==> src/rtl/spi_pkg.sv <==
// Shared SPI types and constants for the master, the slave and their benches.
package spi_pkg;

   localparam int CPOL_BIT       = 1;
   localparam int CPHA_BIT       = 0;
   localparam int DEFAULT_DATA_W = 8;

   typedef struct packed {
      logic cpol;
      logic cpha;
   } spi_mode_t;

   typedef enum logic [2:0] {
      IDLE,
      LEAD,
      SHIFT,
      TRAIL,
      DONE
   } spi_state_t;

endpackage

==> src/rtl/spi_master_if.sv <==
// Host-side request/response and SPI pin bundle for spi_master.
interface spi_master_if #(
   parameter int DATA_W = spi_pkg::DEFAULT_DATA_W
);
   logic [1:0]        mode;
   logic [DATA_W-1:0] master_in;
   logic              start;
   logic              miso;
   logic              sclk;
   logic              mosi;
   logic              ss;
   logic [DATA_W-1:0] master_data;
   logic              busy;
   logic              done;

   modport master (
      input  mode, master_in, start, miso,
      output sclk, mosi, ss, master_data, busy, done
   );

   modport slave (
      output mode, master_in, start, miso,
      input  sclk, mosi, ss, master_data, busy, done
   );
endinterface

==> src/rtl/spi_clk_div.sv <==
// Half-period timer for sclk: down-counter reloading at terminal count.
module spi_clk_div #(
   parameter int CLK_DIV = 2
) (
   input  logic clk_sys,
   input  logic rst_b,
   input  logic en,
   input  logic clr,
   output logic tick
);
   localparam int            CW   = (CLK_DIV > 1) ? $clog2(CLK_DIV) : 1;
   localparam logic [CW-1:0] LOAD = CW'(CLK_DIV - 1);

   logic [CW-1:0] cnt;

   always_ff @(posedge clk_sys or negedge rst_b) begin
      if (!rst_b) begin
         cnt <= LOAD;
      end else if (clr) begin
         cnt <= LOAD;
      end else if (en) begin
         cnt <= (cnt == '0) ? LOAD : cnt - 1'b1;
      end
   end

   assign tick = en && (cnt == '0);

endmodule

==> src/rtl/spi_master.sv <==
// Full-duplex MSB-first SPI master, all four modes, one word per start.
//  state | meaning
//  IDLE  | ss high, sclk parked at latched CPOL, waiting for start
//  LEAD  | ss low, one half-period of setup before the first edge
//  SHIFT | 2*DATA_W sclk edges; sample and advance per CPHA
//  TRAIL | one half-period of ss hold, sclk back at CPOL
//  DONE  | single cycle: publish received word, pulse done
module spi_master
   import spi_pkg::*;
#(
   parameter int DATA_W  = DEFAULT_DATA_W,
   parameter int CLK_DIV = 2
) (
   input  logic          clk,
   input  logic          reset,
   spi_master_if.master  bus
);
   localparam int               CNT_W     = $clog2(2*DATA_W + 1);
   localparam logic [CNT_W-1:0] LAST_EDGE = CNT_W'(2*DATA_W - 1);

   spi_state_t        state_q, state_d;
   spi_mode_t         mode_q;
   logic [DATA_W-1:0] tx_q, rx_q, data_q;
   logic [CNT_W-1:0]  edge_cnt;
   logic              sclk_q, mosi_q, ss_q, busy_q, done_q;
   logic              tick, accept, shift_tick, leading, last_edge;
   logic              sample_en, shift_en;

   spi_clk_div #(.CLK_DIV(CLK_DIV)) u_clk_div (
      .clk_sys (clk),
      .rst_b   (reset),
      .en      (state_q != IDLE),
      .clr     (accept),
      .tick    (tick)
   );

   assign accept     = (state_q == IDLE) && bus.start;
   assign shift_tick = (state_q == SHIFT) && tick;
   // edge_cnt holds edges already made, so an even count means the next edge is leading
   assign leading    = ~edge_cnt[0];
   assign last_edge  = (edge_cnt == LAST_EDGE);
   assign sample_en  = shift_tick && (leading ^ mode_q.cpha);
   assign shift_en   = shift_tick && (mode_q.cpha ? leading : (!leading && !last_edge));

   always_ff @(posedge clk or negedge reset) begin
      if (!reset) begin
         state_q <= IDLE;
      end else begin
         state_q <= state_d;
      end
   end

   always_comb begin
      state_d = state_q;
      case (state_q)
         IDLE:    if (bus.start)          state_d = LEAD;
         LEAD:    if (tick)               state_d = SHIFT;
         SHIFT:   if (tick && last_edge)  state_d = TRAIL;
         TRAIL:   if (tick)               state_d = DONE;
         DONE:                            state_d = IDLE;
         default:                         state_d = IDLE;
      endcase
   end

   always_ff @(posedge clk or negedge reset) begin
      if (!reset) begin
         mode_q   <= '0;
         tx_q     <= '0;
         rx_q     <= '0;
         data_q   <= '0;
         edge_cnt <= '0;
         sclk_q   <= 1'b0;
         mosi_q   <= 1'b0;
         ss_q     <= 1'b1;
         busy_q   <= 1'b0;
         done_q   <= 1'b0;
      end else begin
         done_q <= 1'b0;
         if (accept) begin
            mode_q   <= bus.mode;
            sclk_q   <= bus.mode[CPOL_BIT];
            ss_q     <= 1'b0;
            busy_q   <= 1'b1;
            edge_cnt <= '0;
            rx_q     <= '0;
            // CPHA=0 puts the MSB on the wire before the first edge
            if (!bus.mode[CPHA_BIT]) begin
               mosi_q <= bus.master_in[DATA_W-1];
               tx_q   <= bus.master_in << 1;
            end else begin
               tx_q   <= bus.master_in;
            end
         end
         if (shift_tick) begin
            sclk_q   <= ~sclk_q;
            edge_cnt <= edge_cnt + 1'b1;
         end
         if (sample_en) begin
            rx_q <= {rx_q[DATA_W-2:0], bus.miso};
         end
         if (shift_en) begin
            mosi_q <= tx_q[DATA_W-1];
            tx_q   <= {tx_q[DATA_W-2:0], 1'b0};
         end
         if ((state_q == TRAIL) && tick) begin
            ss_q <= 1'b1;
         end
         if (state_q == DONE) begin
            busy_q <= 1'b0;
            done_q <= 1'b1;
            data_q <= rx_q;
         end
      end
   end

   assign bus.sclk        = sclk_q;
   assign bus.mosi        = mosi_q;
   assign bus.ss          = ss_q;
   assign bus.busy        = busy_q;
   assign bus.done        = done_q;
   assign bus.master_data = data_q;

endmodule

==> src/flat_wrapper.sv <==
// flat-port wrapper written by rule: the top's interface ports become plain ports
module spi_master_flat import spi_pkg::*;
#(
   parameter int DATA_W  = DEFAULT_DATA_W,
   parameter int CLK_DIV = 2
)
  (clk, reset, bus_mode, bus_master_in, bus_start, bus_miso, bus_sclk, bus_mosi, bus_ss, bus_master_data, bus_busy, bus_done);
  spi_master_if #(.DATA_W(DATA_W)) bus_i ();
  input  logic clk;
  input  logic reset;
  input wire logic [$bits(bus_i.mode)-1:0] bus_mode;
  input wire logic [$bits(bus_i.master_in)-1:0] bus_master_in;
  input wire logic [$bits(bus_i.start)-1:0] bus_start;
  input wire logic [$bits(bus_i.miso)-1:0] bus_miso;
  output wire logic [$bits(bus_i.sclk)-1:0] bus_sclk;
  output wire logic [$bits(bus_i.mosi)-1:0] bus_mosi;
  output wire logic [$bits(bus_i.ss)-1:0] bus_ss;
  output wire logic [$bits(bus_i.master_data)-1:0] bus_master_data;
  output wire logic [$bits(bus_i.busy)-1:0] bus_busy;
  output wire logic [$bits(bus_i.done)-1:0] bus_done;
  assign bus_i.mode = bus_mode;
  assign bus_i.master_in = bus_master_in;
  assign bus_i.start = bus_start;
  assign bus_i.miso = bus_miso;
  assign bus_sclk = bus_i.sclk;
  assign bus_mosi = bus_i.mosi;
  assign bus_ss = bus_i.ss;
  assign bus_master_data = bus_i.master_data;
  assign bus_busy = bus_i.busy;
  assign bus_done = bus_i.done;
  spi_master #(.DATA_W(DATA_W), .CLK_DIV(CLK_DIV)) u_core (.clk(clk), .reset(reset), .bus(bus_i));
endmodule
==> config.mk <==
export PLATFORM = sky130hd
export DESIGN_NAME = spi_master_flat
export DESIGN_NICKNAME = d
export VERILOG_FILES = /design/src/rtl/spi_pkg.sv /design/src/rtl/spi_master_if.sv /design/src/rtl/spi_clk_div.sv /design/src/rtl/spi_master.sv /design/src/flat_wrapper.sv
export SDC_FILE = /design/constraint.sdc
export NUM_CORES = 1
export LEC_CHECK = 0
export CAP_MARGIN = 20
export CORE_UTILIZATION = 28
export DETAILED_ROUTE_END_ITERATION = 6
export PLACE_DENSITY_LB_ADDON = 0.1
export SYNTH_ARGS = -nofsm -noshare
export SYNTH_HDL_FRONTEND = slang
export SYNTH_SLANG_ARGS = --single-unit
==> constraint.sdc <==
create_clock -name clk -period 6.1 [get_ports clk]
set_input_delay 0.61 -clock clk [delete_from_list [all_inputs] [get_ports clk]]
set_output_delay 0.61 -clock clk [all_outputs]
set_load 0.02 [all_outputs]
==> results of run 1 <==
## kinds of logic after synthesis
| kind of cell | share of synthesized area [%] |
|---|---|
| XOR/XNOR | 0.937 |
| AO/OA/AOI/OAI | 11.6 |
| buffers and inverters | 5.22 |
| flip-flops | 52.3 |
| multiplexers | 15.4 |
| adder cells (fa/ha/maj) | 1.34 |
| AND/OR/NAND/NOR | 13.2 |
## cells in the final DEF (no fill, tap or decap), types with 2 or more instances in the layout
| cell | instances |
|---|---|
| a21oi_1 | 2 |
| buf_4 | 2 |
| clkbuf_8 | 6 |
| clkdlybuf4s50_1 | 25 |
| dfrtp_1 | 37 |
| dfstp_2 | 2 |
| ha_1 | 2 |
| inv_1 | 16 |
| mux2_2 | 18 |
| mux2i_1 | 7 |
| nand2_1 | 15 |
| nand3_1 | 3 |
| nor2_1 | 9 |
| nor2b_1 | 3 |
| nor3_1 | 3 |
| nor3b_1 | 2 |
| o211ai_1 | 8 |
| o21a_1 | 2 |
| o21ai_0 | 2 |
| o311ai_0 | 7 |
| or4b_1 | 2 |
| xnor2_1 | 2 |
## how the worst max path moves through the flow
stage,end,slack (ns),start
5_1_grt,u_core.tx_q[6]$_DFFE_PN0P_,3.61,u_core.edge_cnt[0]$_DFFE_PN0P_
6_report,u_core.tx_q[1]$_DFFE_PN0P_,3.84,u_core.edge_cnt[0]$_DFFE_PN0P_
4_1_cts,u_core.tx_q[1]$_DFFE_PN0P_,3.80,u_core.edge_cnt[0]$_DFFE_PN0P_
2_1_floorplan,u_core.tx_q[1]$_DFFE_PN0P_,4.18,u_core.edge_cnt[0]$_DFFE_PN0P_
3_3_place_gp,u_core.bus.mosi$_DFFE_PN0P_,3.69,bus_start
3_5_place_dp,u_core.bus.mosi$_DFFE_PN0P_,3.67,bus_start
## flip-flops by register name (all words and copies together) (netlist names)
signal	count
u_core.bus.busy	1
u_core.bus.done	1
u_core.bus.master_data	8
u_core.bus.mosi	1
u_core.bus.sclk	1
u_core.bus.ss	1
u_core.edge_cnt	5
u_core.mode_q	1
u_core.rx_q	8
u_core.state_q	3
u_core.tx_q	8
u_core.u_clk_div.cnt	1
## metal layers
metal	wire length [um]	share of wire [%]	track usage (%)	up-vias
li1	-	-	-	634
met1	1760	48	15.2	635
met2	1710	47	18.6	16
met3	138	3.8	3.66	6
met4	60	1.6	4.16	0
met5	0	0	0	-
## area by class of cell
cell class / instances / area (sq um)
clock inverters: 2 / 35.0
well taps: 77 / 96.3
clock buffers: 6 / 82.6
flip-flops and latches: 39 / 978
inverters: 16 / 60.1
fillers: 646 / 4070
multi-input cells: 101 / 793
repair buffers: 28 / 270
## power groups by stage
stage,registers [mW],logic [mW],clock network [mW]
floorplan,0.455,0.222,0
global placement,0.436,0.366,0
detailed placement,0.439,0.372,0
CTS,0.433,0.375,0.233
global route,0.449,0.408,0.245
finish,0.432,0.367,0.224
## stage by stage
stage               util, %  total power [mW]  cells  hold WS, ns
CTS                    36.3              1.04    269        0.480
global placement       34.4             0.802    261        0.483
floorplan                 -             0.677    165        0.314
global route           36.3              1.10    269        0.516
finish                 36.3              1.02    269        0.442
detailed placement     34.4             0.810    261        0.483
## worst reg2reg max path: stages (launching register included)
cell	delay (ns)
dfrtp_1	0.45
ha_1	0.25
and3_1	0.19
ha_1	0.22
nor3b_2	0.51
o21a_1	0.35
o311ai_0	0.16
==> summary.txt, run 1 <==
Setup path
  – Max stage delay on crit path: 0.51 ns
  – Crit path depth: 6
  – Worst EP required: 6.25 ns
  – Flop2flop setup slack: 3.84 ns
  – Crit-path max FO: 9
  – Reg2Reg Depth: 6
  – RR Endpoint: u_core.tx_q[1]$_DFFE_PN0P_
  – WS Path Type: register to register
  – Slowest stage cell on the critical path: nor3b_2
  – Bufs and invs on worst path: 0
  – Delay-heaviest family, CP: simple AND/OR/NAND/NOR gates
  – CP endpoint kind: register
  – RR Startpoint: u_core.edge_cnt[0]$_DFFE_PN0P_
  – Cell mode on critical path: ha_1
  – CP Data Arrival Time: around 2.4 ns
  – CP cell instances: ha_1, and3_1, ha_1, nor3b_2, o21a_1, o311ai_0
  – Critical Path Start Type: register

Flow run
  – MaxCap Viol Count: 0

Timing
  – Max-slew violations: 0
  – Clock Skews: 0.00412 ns
  – Final setup viols: 0
  – RSZ-0062 raised after global routing: no
  – Max Clk Rate: 443 MHz
  – Setup TNS Final: 0 ns
  – PnR worst setup slack: 3.84 ns
  – Least-Margin Pin Slew: 0.885 ns
  – Tcrit/Tclk final: between 30% and 40%
  – Tmin final: between 2 and 2.5 ns
  – Final hold vios: 0
  – Slew margin rel.: 41.0%

Final layout
  – Area growth syn-to-layout: 23.9%
  – Fin area: 2320 sq um
  – Nets: 207
  – N_diodes: 0
  – Ratio of cells with drive above 1 in the final layout: 18.2%

Placement
  – DP Worst Slack: ~3.7 ns
  – RePlAce Congestion: a little under 0.7
  – Post-DP HPWL: 2.49 mm
  – Port bufs: 26
  – Placed Area: 2200 sq um

Route
  – Vias per cell: about 4.8
  – 1st-iter DRT viols: 70
  – DRT Pass-1 Iters: 4
  – Via total after detailed routing: 1291
  – Drc violations: 0
  – Post-route ant nets: 0
  – Routed len/inst: 13.6 um
  – Final WL: 3.67 mm

Clock network
  – Post-CTS sizing: 0
  – CTS Buf Count: 5
  – Worst-Skew Late Latency: between 0.2 and 0.3 ns
  – Clk buf depth: 2
  – Worst-path clk slew: 0.08 ns
  – CTS tree: done
  – CTS Hold Bufs: 0
  – H-Tree Depth: 2
  – Clock root buffer master: clkbuf_8
  – Post-CTS Setup Bufs: 0
  – Clock sinks: 39

Floorplanning
  – Die width: around 84 um
  – Starting Density: 29.3%
  – Die outline height: 83.7 um
  – Die ar.: 7010 sq um
  – Core Area: roughly 6400 sq um
  – IO Pins: 27
  – Core Rows: 29

Synth
  – Warnings, synthesis: 0
  – Syn_nets: 181
  – Synth async-reset ratio: 100%
  – Share of the synthesized area in the top cell type: between 40% and 50%
  – Syn Area/Cell: 11.3 sq um
  – EDFF count, synth: 0
  – Synth Register Bits: 39
  – Synth Instances: 165
  – Synth area leaders: dfrtp_1 50%, mux2_2 11%, mux2i_1 3.7%
  – Commonest cells post-synth: 37 x dfrtp_1, 18 x mux2_2, 16 x inv_1
  – Yosys cell types: 37
  – Netlist Area Pre-Place: 1870 sq um
  – Yosys top cell by area: dfrtp_1
  – Top_reg_cell synth: dfrtp_1
  – Register area share after synthesis: 52.3%
  – Most frequent cell after synthesis: dfrtp_1

Pwr
  – Logic gate share of total power: 35.9%
  – Peak VDD IR: around 0.18 mV
  – Total net switching power: 0.354 mW
  – Sw Ratio: 34.6%
  – Int Power: 0.668 mW
  – P_leak: between 1 and 1.5 nW
  – PwrDens: 441 nW/um^2
  – Clock power frac: between 20% and 30%
  – Flop pwr share: 42.2%

Global routing
  – GRT overflow: 0
  – GRT Util Overall: 11.8%
  – Largest net degree at the start of global routing: 40
  – First-pass GRT wire length: ~6.5 mm
  – Vias in the first global route: 1368
  – Initial antenna violation count: 0

Hold path
  – Hold Path Class: input port to asynchronous set/reset pin

Status
  – Status: complete, no violations
Note: power is estimated with default switching activity, not from simulation.
==> inputs of run 2 (changes only) <==
==> constraint.sdc (replaced) <==
create_clock -name clk -period 2.1 [get_ports clk]
set_input_delay 0.21 -clock clk [delete_from_list [all_inputs] [get_ports clk]]
set_output_delay 0.21 -clock clk [all_outputs]
set_load 0.02 [all_outputs]
==> run 2 against run 1 <==
Effect of this change: global-route usage up 0.84 points; critical path depth did not move; sequential power grew to 2.9 times the previous value; final area up 1.7%; final cell count increased by 2.2%; fmax is 19% higher; flip-flop and latch count unchanged; clock skew is 0.0037 ns higher; via count increased by 4.2%; worst setup slack got worse by 3.6 ns; critical path type unchanged.
==> summary.txt, run 2 (synthesis results as in run 1) <==
Global routing
  – GRT overflow: 0 (unchanged)
  – Initial antenna violation count: 0 (unchanged)
  – GRT Util Overall: 12.6% (+0.84 points)
  – First-pass GRT wire length: 6.82 mm (+4.6%)
  – Vias in the first global route: 1413 (+3.3%)
  – Largest net degree at the start of global routing: 40 (unchanged)

Floorplanning
  – Die ar.: 7010 sq um (unchanged)
  – Starting Density: 29.3% (unchanged)
  – Core Rows: 29 (unchanged)
  – IO Pins: 27 (unchanged)
  – Die outline height: 83.7 um (unchanged)
  – Die width: 83.7 um (unchanged)
  – Core Area: 6390 sq um (unchanged)

Clock network
  – Post-CTS sizing: 0 (unchanged)
  – Worst-Skew Late Latency: 0.29 ns (about the same)
  – Post-CTS Setup Bufs: 0 (unchanged)
  – H-Tree Depth: 2 (unchanged)
  – Clock sinks: 39 (unchanged)
  – CTS tree: done
  – CTS Hold Bufs: 0 (unchanged)
  – Worst-path clk slew: 0.08 ns (about the same)
  – Clk buf depth: 2 (unchanged)
  – CTS Buf Count: 5 (unchanged)
  – Clock root buffer master: clkbuf_8

Setup path
  – CP endpoint kind: register
  – CP cell instances: ha_1, and3_1, ha_1, nor3b_2, o21a_1, o311ai_0
  – Worst EP required: 2.25 ns (-4.00 ns)
  – Cell mode on critical path: ha_1
  – WS Path Type: register to register
  – Max stage delay on crit path: 0.41 ns (-0.10 ns)
  – Flop2flop setup slack: 0.21 ns (-3.64 ns)
  – Crit-path max FO: 9 (unchanged)
  – CP Data Arrival Time: 2.04 ns (-0.36 ns)
  – Critical Path Start Type: register
  – Slowest stage cell on the critical path: dfrtp_1

Hold path
  – Hold Path Class: input port to asynchronous set/reset pin

Timing
  – Max-slew violations: 0 (unchanged)
  – RSZ-0062 raised after global routing: no
  – Slew margin rel.: 40.1% (-0.87 points)
  – Final setup viols: 0 (unchanged)
  – Clock Skews: 0.00780 ns (+0.00368 ns)
  – Final hold vios: 0 (unchanged)
  – Tcrit/Tclk final: 90.2% (+53 points)
  – Setup TNS Final: 0 ns (unchanged)
  – Least-Margin Pin Slew: 0.898 ns (+0.0130 ns)
  – Max Clk Rate: 528 MHz (+19%)
  – Tmin final: 1.89 ns (-0.363 ns)
  – Hold slack final: 0.0402 ns (-0.402 ns)

Status
  – Status: complete, no violations

Final layout
  – Most common cell after layout, fill and taps aside: dfrtp_1
  – Fill cells: 639 (-1.1%)
  – Commonest non-fill, non-tap cells in the layout: 37 x dfrtp_1, 25 x clkdlybuf4s50_1, 18 x mux2_2, 16 x inv_1, 15 x nand2_1
  – N_diodes: 0 (unchanged)
  – Ratio of cells with drive above 1 in the final layout: 20.7% (+2.5 points)
  – Nets: 213 (+2.9%)
  – Area growth syn-to-layout: 26.0%

Placement
  – RePlAce Congestion: 0.710 (+3.0%)
  – Post-DP HPWL: 2.71 mm (+8.6%)
  – Port bufs: 26 (unchanged)

Pwr
  – P_leak: 1.04 nW (+2.7%)
  – Total power: 3.04 mW (+200%)
  – PwrDens: 1290 nW/um^2 (+190%)
  – Peak VDD IR: 0.531 mV (+200%)

Route
  – Via total after detailed routing: 1345 (+4.2%)
  – 1st-iter DRT viols: 65 (-7.1%)
  – Routed len/inst: 14.3 um (+5.0%)
  – Post-route ant nets: 0 (unchanged)
  – Drc violations: 0 (unchanged)
  – DRT Pass-1 Iters: 4 (unchanged)
  – Final WL: 3.93 mm (+7.3%)
  – Vias per cell: 4.89 (+1.9%)

Flow run
  – MaxCap Viol Count: 0 (unchanged)
-- run 2: changes by cell type in the layout (fill, tap and decap cells not counted) --
cell	delta
clkbuf_8	-1
clkinv_4	+1
buf_4	+6
-- run 2: worst max-delay path, delay by kind of cell (launching register included) --
| family | cells | cell delay, ns |
|---|---|---|
| compound gates | 2 | 0.50 |
| fa+ha+maj | 2 | 0.43 |
| simple gates | 2 | 0.42 |
| flops | 1 | 0.41 |
-- run 2: routing by layer --
layer	track usage, %	vias up	wire length [um]	share of wire (%)
met4	5.08	0	70	1.8
met3	3.36	5	158	4.0
li1	-	644	-	-
met1	15.3	670	1850	47
met2	21.1	26	1850	47
met5	0	-	0	0
-- run 2: area by class of cell --
class	count	area, sq um	area share (%)
clock buffer	5	68.8	2.92
clock inverter	3	43.8	1.86
inverter	16	60.1	2.55
multi-input combinational	101	793	33.7
sequential	39	978	41.5
tap	77	96.3	4.09
timing repair buffer	34	315	13.4
-- run 2: report_power, final --
| part | leakage [nW] | internal (mW) | switching [mW] |
|---|---|---|---|
| sequential | 0.506 | 1.03 | 0.216 |
| combinational | 0.476 | 0.577 | 0.580 |
| clock | 0.0581 | 0.354 | 0.281 |
-- run 2: worst paths after layout --
check                                                from                        endpoint  cells past startpoint
setup / recovery           u_core.edge_cnt[1]$_DFFE_PN0P_      u_core.tx_q[2]$_DFFE_PN0P_                      6
hold / removal                                      reset     u_core.bus.sclk$_DFFE_PN0P_                      1
setup reg to reg           u_core.edge_cnt[1]$_DFFE_PN0P_      u_core.tx_q[2]$_DFFE_PN0P_                      6
hold reg to reg            u_core.edge_cnt[2]$_DFFE_PN0P_  u_core.edge_cnt[2]$_DFFE_PN0P_                      1
max in group asynchronous                           reset  u_core.edge_cnt[4]$_DFFE_PN0P_                      1
min in group clk           u_core.edge_cnt[2]$_DFFE_PN0P_  u_core.edge_cnt[2]$_DFFE_PN0P_                      1
-- run 2: metrics by stage --
step | area [sq um] | setup slack (ns) | utilization, % | std cells
3_3_place_gp | 2240 | 0.268 | 35.1 | 267
5_1_grt | 2360 | 0.0256 | 36.9 | 275
6_report | 2360 | 0.206 | 36.9 | 275
3_5_place_dp | 2240 | 0.207 | 35.1 | 267
2_1_floorplan | 1870 | 0.180 | - | 165
4_1_cts | 2360 | 0.191 | 36.9 | 275
